[src/rtl/pic_pkg.sv]
// Shared constants, FSM encoding and priority helper for the PIC priority resolver.
package pic_pkg;

    localparam int N_IR    = 8;
    localparam int LEVEL_W = 3;

    localparam logic [LEVEL_W-1:0] SPURIOUS_LEVEL = 3'd7;
    localparam logic [LEVEL_W-1:0] LP_RESET       = 3'd7;

    typedef enum logic [1:0] {
        IDLE = 2'd0,
        ACK1 = 2'd1,
        ACK2 = 2'd2
    } pic_state_e;

    // Rank of a level under the current lowest-priority pointer: 0 is highest.
    function automatic logic [LEVEL_W-1:0] prio_rank(input logic [LEVEL_W-1:0] level,
                                                     input logic [LEVEL_W-1:0] lp);
        return level - lp - 3'd1;
    endfunction

endpackage

[src/rtl/pic_rot_prio_enc.sv]
// Rotating find-first encoder: the search starts at lp+1 and wraps around.
module pic_rot_prio_enc
    import pic_pkg::*;
(
    input  logic [N_IR-1:0]    vec,
    input  logic [LEVEL_W-1:0] lp,
    output logic               valid,
    output logic [LEVEL_W-1:0] level
);

    // Scan from lowest priority to highest so the highest-priority hit is written last.
    always_comb begin
        valid = 1'b0;
        level = lp + 3'd1;
        for (int i = N_IR - 1; i >= 0; i--) begin
            if (vec[lp + 3'd1 + LEVEL_W'(i)]) begin
                valid = 1'b1;
                level = lp + 3'd1 + LEVEL_W'(i);
            end else begin
                valid = valid;
                level = level;
            end
        end
    end

endmodule

[src/rtl/pic_priority_resolver.sv]
// IRR capture, fully nested priority resolution and INTA handshake of the PIC.
// Optional feature macro: PIC_PR_ROTATION_EN (priority rotation). When it is
// undefined the lowest-priority pointer is fixed at 7 and the rotation inputs
// are ignored.
module pic_priority_resolver
    import pic_pkg::*;
(
    input  logic                clk,
    input  logic                rst_n,
    input  logic [N_IR-1:0]     ir_req,
    input  logic                ltim,
    input  logic [N_IR-1:0]     imr,
    input  logic [N_IR-1:0]     isr,
    input  logic                inta_n,
    input  logic                eoi_pulse,
    input  logic                rotate_on_eoi,
    input  logic                specific_rotate,
    input  logic [LEVEL_W-1:0]  rot_level,
    output logic [N_IR-1:0]     irr,
    output logic                int_out,
    output logic [LEVEL_W-1:0]  highest_priority_int,
    output logic                isr_set,
    output logic                spurious
);

    pic_state_e          state_r;
    logic [N_IR-1:0]     irr_r;
    logic [N_IR-1:0]     ir_prev_r;
    logic                inta_prev_r;
    logic                int_out_r;
    logic                isr_set_r;
    logic                spurious_r;
    logic [LEVEL_W-1:0]  hpi_r;

    logic [LEVEL_W-1:0]  lp_s;
    logic [N_IR-1:0]     pend_s;
    logic [N_IR-1:0]     ack_clr_s;
    logic [N_IR-1:0]     irr_next_s;
    logic                pend_valid_s;
    logic [LEVEL_W-1:0]  pend_level_s;
    logic                isr_valid_s;
    logic [LEVEL_W-1:0]  isr_level_s;
    logic                inta_fall_s;
    logic                ack2_entry_s;
    logic                int_req_s;

`ifdef PIC_PR_ROTATION_EN
    logic [LEVEL_W-1:0]  lp_r;

    // Lowest-priority pointer: specific rotate overrides rotate-on-EOI.
    always_ff @(posedge clk or negedge rst_n) begin
        if (!rst_n) begin
            lp_r <= LP_RESET;
        end else if (specific_rotate) begin
            lp_r <= rot_level;
        end else if (eoi_pulse && rotate_on_eoi && isr_valid_s) begin
            lp_r <= isr_level_s;
        end else begin
            lp_r <= lp_r;
        end
    end

    assign lp_s = lp_r;
`else
    logic unused_rot_s;

    assign lp_s         = LP_RESET;
    assign unused_rot_s = ^{eoi_pulse, rotate_on_eoi, specific_rotate, rot_level};
`endif

    assign pend_s       = irr_r & ~imr;
    assign inta_fall_s  = inta_prev_r & ~inta_n;
    assign ack2_entry_s = (state_r == ACK1) && inta_fall_s;

    pic_rot_prio_enc u_pend_enc (
        .vec   (pend_s),
        .lp    (lp_s),
        .valid (pend_valid_s),
        .level (pend_level_s)
    );

    pic_rot_prio_enc u_isr_enc (
        .vec   (isr),
        .lp    (lp_s),
        .valid (isr_valid_s),
        .level (isr_level_s)
    );

    // Fully nested rule: request only when the candidate outranks everything in service.
    assign int_req_s = pend_valid_s &&
                       (!isr_valid_s ||
                        (prio_rank(pend_level_s, lp_s) < prio_rank(isr_level_s, lp_s)));

    // Acknowledge clear mask for the frozen level, applied on entry to ACK2.
    always_comb begin
        if (ack2_entry_s) begin
            ack_clr_s = 8'h01 << hpi_r;
        end else begin
            ack_clr_s = 8'h00;
        end
    end

    // Next IRR: level follows the line, edge latches rises; acknowledge clear wins last.
    always_comb begin
        irr_next_s = irr_r;
        if (ltim) begin
            irr_next_s = ir_req;
        end else if (state_r == ACK1) begin
            irr_next_s = irr_r | (ir_req & ~ir_prev_r);
        end else begin
            irr_next_s = (irr_r | (ir_req & ~ir_prev_r)) & ir_req;
        end
        irr_next_s = irr_next_s & ~ack_clr_s;
    end

    // IRR and the edge/INTA history registers.
    always_ff @(posedge clk or negedge rst_n) begin
        if (!rst_n) begin
            irr_r       <= 8'h00;
            ir_prev_r   <= 8'h00;
            inta_prev_r <= 1'b1;
        end else begin
            irr_r       <= irr_next_s;
            ir_prev_r   <= ir_req;
            inta_prev_r <= inta_n;
        end
    end

    // INTA handshake FSM with registered int_out, frozen level, isr_set and spurious.
    always_ff @(posedge clk or negedge rst_n) begin
        if (!rst_n) begin
            state_r    <= IDLE;
            int_out_r  <= 1'b0;
            hpi_r      <= 3'd0;
            isr_set_r  <= 1'b0;
            spurious_r <= 1'b0;
        end else begin
            case (state_r)
                IDLE: begin
                    isr_set_r <= 1'b0;
                    if (inta_fall_s) begin
                        state_r <= ACK1;
                        if (pend_valid_s) begin
                            hpi_r      <= pend_level_s;
                            spurious_r <= 1'b0;
                        end else begin
                            hpi_r      <= SPURIOUS_LEVEL;
                            spurious_r <= 1'b1;
                        end
                    end else begin
                        state_r   <= IDLE;
                        int_out_r <= int_req_s;
                    end
                end
                ACK1: begin
                    if (inta_fall_s) begin
                        state_r   <= ACK2;
                        isr_set_r <= ~spurious_r;
                        int_out_r <= 1'b0;
                    end else begin
                        state_r <= ACK1;
                    end
                end
                ACK2: begin
                    state_r    <= IDLE;
                    isr_set_r  <= 1'b0;
                    int_out_r  <= 1'b0;
                    spurious_r <= 1'b0;
                end
                default: begin
                    state_r    <= IDLE;
                    isr_set_r  <= 1'b0;
                    int_out_r  <= 1'b0;
                    spurious_r <= 1'b0;
                end
            endcase
        end
    end

    assign irr                  = irr_r;
    assign int_out              = int_out_r;
    assign highest_priority_int = hpi_r;
    assign isr_set              = isr_set_r;
    assign spurious             = spurious_r;

endmodule

[config.mk]
export PLATFORM = sky130hd
export DESIGN_NAME = pic_priority_resolver
export DESIGN_NICKNAME = d
export VERILOG_FILES = /design/src/rtl/pic_pkg.sv /design/src/rtl/pic_rot_prio_enc.sv /design/src/rtl/pic_priority_resolver.sv
export SDC_FILE = /design/constraint.sdc
export NUM_CORES = 1
export LEC_CHECK = 0
export ABC_AREA = 1
export CAP_MARGIN = 15
export CORE_ASPECT_RATIO = 0.5
export CORE_MARGIN = 1
export CORE_UTILIZATION = 40
export DETAILED_ROUTE_END_ITERATION = 10
export PLACE_DENSITY = 0.7
export SYNTH_ARGS = -nofsm -noshare
export SYNTH_HDL_FRONTEND = slang
export SYNTH_HIERARCHICAL = 1
export SYNTH_SLANG_ARGS = --single-unit
[constraint.sdc]
create_clock -name clk -period 2.86 [get_ports clk]
set_clock_uncertainty 0.1 [all_clocks]
set_input_delay 0.572 -clock clk [delete_from_list [all_inputs] [get_ports clk]]
set_output_delay 0.572 -clock clk [all_outputs]
set_load 0.03 [all_outputs]
# Yosys cells after proc, flatten, opt, wreduce, memory -nomap -nowiden
# Cells that the tools add are included.
# totals
ff_bits	25
in_bits	34
out_inout_bits	14
# op_classes
add_sub_neg	4
order_cmp	1
eq_ne	4
shift	1
mux	47
n_bitwise	12
reduce_logical	8
# op_table
operator	n
3-bit 2-to-1 mux	17
8-bit bitwise AND	4
8-bit 2-to-1 mux	3
8-bit inverter	3
1-bit 2-to-1 mux	23
8-bit OR	1
1-bit by 3-bit left shift with 8-bit output (first input constant)	1
2-bit != test (second input constant)	3
2-bit AND reduction	3
3-bit by 1-bit subtractor with 3-bit output (second input constant)	2
3-bit subtractor (second input constant)	2
1-bit one-hot mux with 2 select lines	2
2-bit one-hot mux with 2 select lines	1
3-bit less-than comparator	1
1-bit inverter	3
2-bit by 1-bit == test with 1-bit output (second input constant)	1
1-bit logical AND	2
2-bit zero test	1
2-bit 2-to-1 mux	1
1-bit bitwise AND	1
1-bit zero test	1
1-bit logical OR	1

# Logic depth before layout (Yosys ltp)
# Gate-level depths: netlist of run 1.
# logic_depth
word_depth	17
depth_mapped	28
depth_no_buf	27

# Cells and area by module
# The synthesis of run 1 kept the hierarchy.
# by_module_without_submodules
module	n_inst	cells_each	area_per_inst_um2
pic_rot_prio_enc	2	173	830.8
pic_priority_resolver	1	149	1201.2

# Least setup slack after synthesis of run 1
# No wires, ideal clock.
# synth_timing
kind	in2reg
start	input imr[5]
end	register int_out_r (netlist: int_out)
arrival_ns	2.091
t_required_ns	2.643
slack_ns	0.553
stages	22
path_cell_list	nor2_1 > nand2_1 > o21ai_1 > nand2_2 > nand2_1 > nand2_2 > nand2_2 > a21oi_1 > nand2_1 > nand3_1 > nand2_1 > nand2_1 > nand2_1 > nand2_1 > ha_1 > nand2_1 > inv_1 > nand2_1 > nand2_1 > nand2_1 > nand2_1 > nand2_1
# synth_via
elab_chain_len	15
# synth_lines
element	line	rtl
start, declared	pic_priority_resolver.sv:12	input logic [N_IR-1:0] imr,
8-bit inverter	pic_priority_resolver.sv:71	assign pend_s = irr_r & ~imr;
8-bit bitwise AND	pic_priority_resolver.sv:71	
3-bit 2-to-1 mux (6 in series)	pic_rot_prio_enc.sv:16	if (vec[lp + 3'd1 + LEVEL_W'(i)]) begin
named net pend_level_s[1]	pic_priority_resolver.sv:40	logic [LEVEL_W-1:0] pend_level_s;
3-bit subtractor	pic_pkg.sv:19	return level - lp - 3'd1;
3-bit by 1-bit subtractor with 3-bit output	pic_pkg.sv:19	
3-bit less-than comparator	pic_priority_resolver.sv:92	(prio_rank(pend_level_s, lp_s) < prio_rank(isr_level_s, lp_s)));
1-bit logical OR	pic_priority_resolver.sv:91	(!isr_valid_s ||
1-bit logical AND	pic_priority_resolver.sv:90	assign int_req_s = pend_valid_s &&
1-bit 2-to-1 mux	pic_priority_resolver.sv:141	if (inta_fall_s) begin
1-bit one-hot mux with 2 select lines	pic_priority_resolver.sv:138	case (state_r)
end signal, assigned	pic_priority_resolver.sv:152	int_out_r <= int_req_s;
end, declared	pic_priority_resolver.sv:30	logic int_out_r;
# The timed path passes the listed nets, and every way through them passes these cells. The select of a mux whose other input is x is not followed.
# A chain may end at the register's enable or synchronous reset.

# Final worst setup path of run 1
# layout_timing
start	input imr[1]
end	register int_out_r (netlist: int_out)
# layout_via
elab_chain_len	11
# layout_lines
element	line	rtl
8-bit inverter	pic_priority_resolver.sv:71	
8-bit bitwise AND	pic_priority_resolver.sv:71	
named net pend_s[1]	pic_priority_resolver.sv:36	logic [N_IR-1:0] pend_s;
3-bit 2-to-1 mux (2 in series)	pic_rot_prio_enc.sv:16	
named net pend_level_s[2]	pic_priority_resolver.sv:40	
3-bit subtractor	pic_pkg.sv:19	
3-bit by 1-bit subtractor with 3-bit output	pic_pkg.sv:19	
3-bit less-than comparator	pic_priority_resolver.sv:92	
1-bit logical OR	pic_priority_resolver.sv:91	
1-bit logical AND	pic_priority_resolver.sv:90	
1-bit 2-to-1 mux	pic_priority_resolver.sv:141	
1-bit one-hot mux with 2 select lines	pic_priority_resolver.sv:138	
# The timed path passes the listed nets, and every way through them passes these cells. The select of a mux whose other input is x is not followed.

==> summary.md, run 1 <==
| Metric | Value |
|---|---|
| Pleak | 0.002140 uW |
| Worst r2r src | irr[7] |
| Int Pwr | 1023 uW |
| Die Width | 121.6 um |
| Reg2Reg Depth | 22 |
| Clock Tree Buf Depth | 2 |
| VDD IR max | 0.2146 mV |
| Max-cap viol count | 0 |
| Clk sinks | 25 |
| Main combinational cell family by area after synthesis | simple AND/OR/NAND/NOR gates |
| Compound-Gate Fraction of Synth Area | 10.88% |
| WL/cell | 10.64 um |
| Fin. max-slew vios | 0 |
| Final Hold Vio Count | 0 |
| First-pass GRT wire length | 12360 um |
| Register area | 626.9 um^2 |
| Hold Crit Start | int_out |
| Post-route DRC | 0 |
| Routability Congestion | 0.8639 |
| Share of post-route cells with drive strength above 1 | 20.34% |
| Final Critical Period | 2568 ps |
| CP Max Fanout | 3 |
| Layout Area Growth over Synthesis | 31.12% |
| DRT iter0 DRCs | 221 |
| Via count | 3113 |
| P per Cell Area | 494.7 mW/mm^2 |
| Seq pwr share | 25.8% |
| Worst path slowest cell | clkdlybuf4s50_1 |
| Number of global-route vias before repair | 2830 |
| Synth Area in Simple Gates | 52.53% |
| Setup TNS | 0 ps |
| # IOs | 48 |
| CP endpoint kind | flop |
| Yosys cell types | 25 |
| R2R setup slack | 550 ps |
| Clk Latency, worst-skew pair | 260 ps |
| Fin util | 55.16% |
| CTS buffer count | 3 |
| CP cell instances | clkdlybuf4s50_1, nor2_1, nand2_1, o21ai_1, nand2_2, nand2_2, a21oi_2, inv_1, nor2_1, nand2_1, a21oi_2, ha_1, nand2_1, inv_1, nand2_1, nand2_1, nand2_1, nand2_1, nand2_1 |
| Core Footprint | 0.006805 mm^2 |
| Top cell by count, worst path | nand2_1 |
| GRT Resource Usage Total | 20.50% |
| Die area | 0.007520 mm^2 |
| CTS tree | yes |
| Final nets | 626 |
| Number of I/O port buffers | 41 |
| Critical Path RT | 2960 ps |
| Final period util | 89.78% |
| Clock share of power | 16.6% |
| # diodes | 0 |
| Mapped Area | 0.002863 mm^2 |
| Outcome | completed |
| Critical path launch point type | input pin |
| R2R Path End | int_out |
| Final setup violation count | 0 |
| Area of the multi-input gates | 0.002072 mm^2 |
| Comb power frac | 57.5% |
| Drt via density | 4.598 |
| Post-synthesis sequential area ratio | 21.90% |
| Crit path arrival time | 2670 ps |
| Fraction of synthesized area in multiplexers | 0% |
| FMAX | 389.5 MHz |
| Register bit total from synthesis | 25 |
| Die Ht | 61.82 um |
| Antenna viol nets, final | 0 |
| Mapped Avg Cell Area | 5.783 um^2 |
| H-tree lvl count | 1 |
| Xor/xnor share of the synthesized area | 0% |
| Switching pwr | 833.4 uW |
| Residual overflow from global routing | 0 |
| Hold path cells | 2 |
| FILL cells | 708 |
| Sw Ratio | 44.88% |
| Drt pass-1 iters | 4 |
| Cells after synthesis | 495 |
| Post-DP HPWL | 5826 um |
| Hold Crit Class | reg -> reg |
| Worst-path clk slew | 60 ps |
| Critical Path Max Stage Delay | 450 ps |
| RSZ-0062 raised after global routing | false |
| Post-Route WL | 7204 um |
| Site Rows | 21 |
| Hold path endpoint | int_out |
| WS Path Type | in -> reg |
| Initial antenna violation count | 0 |
| Largest net degree at the start of global routing | 26 |
| Ys Warns | 6 |
| Starting Density | 42.07% |
| Post-synthesis adder-cell area fraction | 2.622% |
| Root Buffer | clkbuf_16 |
## sequential cells by signal, summed over array words and instances, names as in the netlist
signal and count:
inta_prev_r 1, ir_prev_r 8, irr 8, int_out 1
highest_priority_int 3, state_r 2, spurious 1, isr_set 1
## cells in the mapped netlist (all sizes together)
library cell  instances  area share [%]
a21boi                2            0.52
a21oi                13             2.8
a31oi                 2            0.44
buf                   7             2.1
clkbuf                2            0.52
conb                  1            0.13
dfrtp                24              21
dfstp                 1            0.92
ha                    6             2.6
inv                  71             9.3
nand2               202              31
nand3                58              11
nor2                 64             9.7
nor4                  2            0.44
o21ai                40             7.1
## metrics by stage
step,cells,power (uW),area (um^2),hold slack [ps],setup slack [ps]
after floorplan,526,1189,2979,176.4,552.8
after global placement,671,1477,3587,375.4,-78.27
after detailed placement,671,1487,3587,375.4,-147.3
after CTS,675,1798,3667,390.7,103.5
after global routing,677,2033,3754,419.4,0.4818
final,677,1857,3754,382.1,292.3
## what timing repair did
action,4_1_cts,5_1_grt
resized for setup,0,25
setup endpoints to repair,0,1
setup buffers,0,2
hold buffers,0,0
## worst max-delay path, delay by kind of cell
| kind | cells | cell delay [ps] |
|---|---|---|
| adder cells (fa/ha/maj) | 1 | 280 |
| AND/OR/NAND/NOR | 12 | 800 |
| AO/OA/AOI/OAI | 3 | 460 |
| buffers and inverters | 3 | 550 |
## worst max-delay path by stage
stage          startpoint       to
2_1_floorplan      imr[5]  int_out
3_3_place_gp       imr[5]  int_out
3_5_place_dp       imr[5]  int_out
4_1_cts            imr[5]  int_out
5_1_grt            isr[4]  int_out
6_report           imr[1]  int_out
## power groups by stage
stage	clock network, uW	logic (uW)	registers (uW)
global route	329	1210	491
detailed placement	0	1000	486
CTS	313	1000	481
floorplan	0	620	569
finish	309	1070	480
global placement	0	991	486
## cell usage in the layout (no fill, tap or decap), types with 3 or more instances in the layout
cell type / n
o21ai_2: 3
nand3_2: 8
nor2_1: 48
a21oi_1: 8
dfrtp_1: 24
nand3_1: 50
dlymetal6s2s_1: 4
buf_4: 23
clkdlybuf4s50_1: 37
clkbuf_16: 3
o21ai_0: 29
a21oi_2: 5
nor2_4: 3
nor2_2: 13
nand2_1: 151
inv_2: 8
o21ai_1: 8
conb_1: 32
nand2_2: 45
ha_1: 6
nand2_4: 6
inv_1: 63
## final cells by class
cell class,instances,area share (%)
Inverter,71,7.100
Timing Repair Buffer,64,15.80
Clock inverter,1,0.1333
Sequential cell,25,16.70
Clock buffer,3,2.000
Tap cell,92,3.067
Multi-Input combinational cell,421,55.20
## logic make-up (layout without fill, tap and decap cells)
family | count (synthesis) | in the layout
AO/OA/AOI/OAI | 57 | 57
AND/OR/NAND/NOR | 326 | 326
adder cells (fa/ha/maj) | 6 | 6
buffers and inverters | 80 | 139
flip-flops | 25 | 25
other | 1 | 32
## routing by layer
layer / up-vias / GRT usage [%] / part of all wire [%]
met5: - / 0 / 0
met4: 0 / 2.646 / 0.50
met3: 4 / 1.460 / 3.3
met2: 54 / 40.75 / 49
met1: 1361 / 25.67 / 47
li1: 1694 / - / -
(Power assumes the default switching activity.)
==> run 2: changes to the inputs <==
- SKIP_LAST_GASP: not set -> 1
- clock period: 2.86 -> 3.3 ns (I/O delays scaled with it)
==> run 2 against run 1 <==
Against the previous run:
- sequential share of layout area is 1.1 points higher
- design area is 6.1% lower
- global-route usage is 1.0 points lower
- combinational power is 20% lower
- sequential power is 13% lower
- routed wire length is 3.4% lower
- register-to-register slack better by 310 ps
- clock power is 16% lower
- die area stayed put
- hold slack better by 4.6 ps
- critical endpoint unchanged
- highest routed layer unchanged
==> summary.md, run 2 (synthesized netlist as in run 1, its figures left out) <==
| Metric | Value |
|---|---|
| Outcome | completed (unchanged) |
| Number of I/O port buffers | 41 (unchanged) |
| Setup WS pre-CTS | 199.2 ps (was -147.3 ps) |
| Post-Route WL | 6962 um (was 7204 um) |
| GRT Resource Usage Total | 19.49% (was 20.50%) |
| Sw Ratio | 45.27% (was 44.88%) |
| R2R Path End | int_out (unchanged) |
| DRT iter0 DRCs | 155 (was 221) |
| Pleak | 0.001993 uW (was 0.002140 uW) |
| Final Hold Vio Count | 0 (unchanged) |
| Final worst slack | 460.9 ps (was 292.3 ps) |
| Worst-path clk slew | 60 ps (about the same) |
| Clock Tree Buf Depth | 2 (unchanged) |
| Clk sinks | 25 (unchanged) |
| # IOs | 48 (unchanged) |
| Fin. max-slew vios | 0 (unchanged) |
| VDD IR max | 0.1451 mV (was 0.2146 mV) |
| Reg2Reg Depth | 21 (was 22) |
| Hold path endpoint | int_out (unchanged) |
| Starting Density | 42.07% (unchanged) |
| Drt via density | 4.543 (was 4.598) |
| P per Cell Area | 434.7 mW/mm^2 (was 494.7 mW/mm^2) |
| Hold path cells | 2 (unchanged) |
| Commonest non-fill, non-tap cell in the layout | nand2_1 (unchanged) |
| Root Buffer | clkbuf_16 (unchanged) |
| RSZ-0062 raised after global routing | false (unchanged) |
| Post-route DRC | 0 (unchanged) |
| First-pass GRT wire length | 11610 um (was 12360 um) |
| Crit path arrival time | 2930 ps (was 2670 ps) |
| R2R setup slack | 860 ps (was 550 ps) |
| Most frequent cells in the layout | nand2_1 (160), inv_1 (63), nor2_1 (55) (was nand2_1 (151), inv_1 (63), nand3_1 (50)) |
| Die Width | 121.6 um (unchanged) |
| Gr busiest metal | met2 (unchanged) |
| Critical path launch point type | input pin (unchanged) |
| Hold buffers post-CTS | 0 (unchanged) |
| WL/cell | 10.61 um (was 10.64 um) |
| Final setup violation count | 0 (unchanged) |
| Post-DP HPWL | 5652 um (was 5826 um) |
| Hold Worst Slack | 386.6 ps (was 382.1 ps) |
| Hold Crit Start | int_out (unchanged) |
| CP endpoint kind | flop (unchanged) |
| Max-cap viol count | 0 (unchanged) |
| CP Max Fanout | 2 (was 3) |
| Antenna viol nets, final | 0 (unchanged) |
| Worst r2r src | irr[0] (was irr[7]) |
| Int Pwr | 838.5 uW (was 1023 uW) |
| Hold Crit Class | reg -> reg (unchanged) |
| Critical Path RT | 3390 ps (was 2960 ps) |
| Switching pwr | 693.7 uW (was 833.4 uW) |
| Final period util | 86.03% |
| Initial antenna violation count | 0 (unchanged) |
| Seq pwr share | 27.2% (was 25.8%) |
| Clk Latency, worst-skew pair | 250 ps (was 260 ps) |
| Top cell by count, worst path | nand2_1 (unchanged) |
| CTS buffer count | 3 (unchanged) |
| Residual overflow from global routing | 0 (unchanged) |
| Via count | 2980 (was 3113) |
| Register area | 626.9 um^2 (unchanged) |
| Met2 GRT Util | 38.72% (was 40.75%) |
| Number of global-route vias before repair | 2655 (was 2830) |
| Setup bufs post-CTS | 0 (unchanged) |
| CTS resizes | 0 (unchanged) |
| Area of the multi-input gates | 0.002011 mm^2 (was 0.002072 mm^2) |
| CP cell instances | clkdlybuf4s50_1, nor2_1, nand2_1, o21ai_1, nand2_2, nand2_1, nand2_2, nand2_1, nor2_1, nand2_1, nand2_1, nand2_1, nand2_1, nand2_1, nand2_1, a21oi_2, ha_1, a21oi_1, nand2_1, nand2_1, nand2_1, nand2_1 (was clkdlybuf4s50_1, nor2_1, nand2_1, o21ai_1, nand2_2, nand2_2, a21oi_2, inv_1, nor2_1, nand2_1, a21oi_2, ha_1, nand2_1, inv_1, nand2_1, nand2_1, nand2_1, nand2_1, nand2_1) |
| Core Footprint | 0.006805 mm^2 (unchanged) |
| CTS tree | yes (unchanged) |
| Worst path slowest cell | clkdlybuf4s50_1 (unchanged) |
| Largest net degree at the start of global routing | 26 (unchanged) |
| M3 GR Usage | 1.277% (was 1.460%) |
| Layout Area Growth over Synthesis | 23.12% (was 31.12%) |
| Share of post-route cells with drive strength above 1 | 13.65% (was 20.34%) |
| Die area | 0.007520 mm^2 (unchanged) |
| Routability Congestion | 0.8748 (was 0.8639) |
| Comb power frac | 55.8% (was 57.5%) |
| Setup TNS | 0 ps (unchanged) |
| # diodes | 0 (unchanged) |
| GR Layer Usage met1 | 23.94% (was 25.67%) |
| Drt pass-1 iters | 4 (unchanged) |
| Die Ht | 61.82 um (unchanged) |
| Clock share of power | 17.0% (was 16.6%) |
| Final nets | 605 (was 626) |
| FILL cells | 695 (was 708) |
| WS Path Type | in -> reg (unchanged) |
| Site Rows | 21 (unchanged) |
| H-tree lvl count | 1 (unchanged) |
| FMAX | 352.2 MHz |
| Critical Path Max Stage Delay | 440 ps (was 450 ps) |
| Final Critical Period | 2839 ps |
[run 2: how the worst max path moves through the flow]
stage | startpoint | end | slack (ps) | cells after the start
floorplan | imr[5] | int_out | 900 | 22
global placement | imr[0] | int_out | 210 | 21
detailed placement | imr[0] | int_out | 200 | 21
CTS | imr[0] | int_out | 460 | 21
global route | imr[0] | int_out | 160 | 21
finish | imr[5] | int_out | 460 | 22
[run 2: routing by layer]
metal | part of all wire, % | routed length [um]
met5 | 0 | 0
met2 | 48 | 3365
met4 | 0.86 | 60
met1 | 49 | 3427
met3 | 1.6 | 109
[run 2: cell type report]
cell class                      count  share of cell area, %
Inverter                           71                  7.561
Clock inverter                      1                 0.1420
Timing Repair Buffer               43                  12.07
Multi-Input combinational cell    421                  57.05
Clock buffer                        3                  2.130
Tap cell                           92                  3.266
Sequential cell                    25                  17.78
[run 2: worst max-delay path: cells and delay by family]
family	cells	cell delay [ps]
AO/OA/AOI/OAI	3	490
adder cells (fa/ha/maj)	1	270
buffers and inverters	1	440
AND/OR/NAND/NOR	17	1060
[run 2: stage by stage]
step / cell area [um^2] / power, uW / util (%) / instances
floorplan: 2979 / 1031 / - / 526
global placement: 3445 / 1236 / 50.62 / 652
detailed placement: 3445 / 1244 / 50.62 / 652
CTS: 3525 / 1508 / 51.79 / 656
global route: 3525 / 1669 / 51.79 / 656
finish: 3525 / 1532 / 51.79 / 656
[run 2: power groups by stage]
stage | combinational (uW) | clock [uW] | sequential [uW]
after floorplan | 537 | 0 | 493
final | 854 | 261 | 417
after CTS | 826 | 265 | 417
after global placement | 815 | 0 | 421
after detailed placement | 821 | 0 | 423
after global routing | 968 | 278 | 424
==> RTL change: new RTL, config.mk and constraints of run 1 <==
Set the package constant `LEVEL_W` to 5 (it was 3).
--- a/src/rtl/pic_pkg.sv
+++ b/src/rtl/pic_pkg.sv
@@ -2,7 +2,7 @@
 package pic_pkg;
 
     localparam int N_IR    = 8;
-    localparam int LEVEL_W = 3;
+    localparam int LEVEL_W = 5;
 
     localparam logic [LEVEL_W-1:0] SPURIOUS_LEVEL = 3'd7;
     localparam logic [LEVEL_W-1:0] LP_RESET       = 3'd7;
Interface: changed (resized highest_priority_int and rot_level); port bits go from 48 to 52. The function was not compared with the original's and may differ.
==> RTL change against run 1 <==
- sequential cell count rose by 2
- combinational power grew 71%
- setup slack got worse by 0.10 ns
- power increased by 43%
- largest power group unchanged
- synthesized cell count is 42% higher
- routed wire length up 53%
- area after synthesis is 42% higher
- cell area up 52%
- maximum frequency down 3.9%
- register-to-register slack got worse by 0.30 ns
==> RTL change: results (changes against run 1) <==
| Metric | Value |
|---|---|
| Dpl ws | `-0.4482 ns (-0.3009 ns)` |
| Area leader, netlist | `nand2_1` |
| Reg2reg setup slack | `0.25 ns (-0.30 ns)` |
| Worst vdd ir | `0.0002512 V (+17%)` |
| Drt initial violations | `182 (-18%)` |
| Total track usage | `0.2122 (+0.007193)` |
| Synth cell types | `35 (+40%)` |
| Clk_lat worst skew | `0.26 ns (about the same)` |
| Largest net degree at the start of global routing | `20 (-23%)` |
| PortBufs | `43 (+4.9%)` |
| CP peak stage delay | `0.41 ns (-0.04 ns)` |
| Worst reg2reg path depth | `25 (+14%)` |
| Via/cell ratio | `4.629 (+0.66%)` |
| Post-synth top cells | `nand2_1 (249), inv_1 (104), nand3_1 (61)` |
| Hold Slack | `0.4157 ns (+0.03361 ns)` |
| Sequential share of the synthesized area | `0.1660 (-0.05297)` |
| Worst r2r src | `irr[5]` |
| Layout filler cell count | `927 (+31%)` |
| Outcome | `complete, no violations` |
| Layout cells sized above 1 | `0.2697 (+0.06626)` |
| Leak | `3.277 nW (+53%)` |
| Final net count | `923 (+47%)` |
| Max FO, Critical Path | `6 (+3)` |
| Top area cells in the synthesized netlist | `nand2_1 (23%), dfrtp_1 (16%), inv_1 (9.6%)` |
| Post-DP HPWL | `8529 um (+46%)` |
| Vias in the first global route | `4344 (+53%)` |
RTL change: changes by cell type after synthesis, moves of 11 or more:
cell / delta
ha_1: +16
inv_1: +41
nand2_1: +89
nand4_1: +11
xor2_1: +19
RTL change: cells by family (layout without fill, tap and decap cells):
family	count (synthesis)	after routing	share of synthesized area
AO/OA/AOI/OAI	75	75	0.09973
AND/OR/NAND/NOR	423	423	0.4722
adder cells (fa/ha/maj)	22	22	0.06750
flip-flops	27	27	0.1660
other	2	40	0.001842
XOR/XNOR	20	20	0.04296
buffers and inverters	135	257	0.1497
RTL change: stage by stage:
stage / power, mW / area, um2
2_1_floorplan: 1.575 / 4220
3_3_place_gp: 2.062 / 5195
3_5_place_dp: 2.082 / 5195
4_1_cts: 2.431 / 5343
5_1_grt: 2.888 / 5710
6_report: 2.653 / 5710
RTL change: what timing repair did:
item,4_1_cts,5_1_grt
hold buffers,0,0
endpoints found under the setup margin,1,1
pin swaps,10,63
hold endpoints to repair,0,0
buffers inserted,3,16
gates resized for setup,16,85
RTL change: how the worst max path moves through the flow:
stage / depth (start not counted) / to / slack [ns] / startpoint
CTS: 25 / int_out / 0.001 / imr[4]
global route: 20 / int_out / -0.03 / imr[0]
floorplan: 25 / int_out / 0.25 / irr[4]
detailed placement: 22 / int_out / -0.45 / imr[2]
finish: 20 / int_out / 0.19 / imr[0]
global placement: 22 / int_out / -0.41 / imr[2]
RTL change: where the power goes:
group / switching [mW] / internal [mW]
Clock: 0.129 / 0.189
Combinational: 1.04 / 0.786
Sequential: 0.0552 / 0.453
Total: 1.23 / 1.43
RTL change: metal layers:
metal  wire length (um)  global-route usage
met4                106             0.04795
met3                221             0.01825
met1               5290              0.2689
met2               5423              0.3932
met5                  0                   0
RTL change: cell type report:
type	instances	area, um2	share of cell area
multi-input combinational	580	3188	0.5583
clock inverter	1	5.005	0.0008764
timing repair buffer	131	1126	0.1972
sequential	27	676.9	0.1185
tap	135	168.9	0.02958
inverter	122	470.5	0.08238
clock buffer	3	75.07	0.01315
RTL change: worst reg2reg max path: cells and delay by family, from the launching register on:
family | cells | cell delay, ns
AO/OA/AOI/OAI | 1 | 0.04
buffers and inverters | 3 | 0.25
adder cells (fa/ha/maj) | 1 | 0.29
AND/OR/NAND/NOR | 19 | 1.37
flip-flops | 1 | 0.35
XOR/XNOR | 1 | 0.14
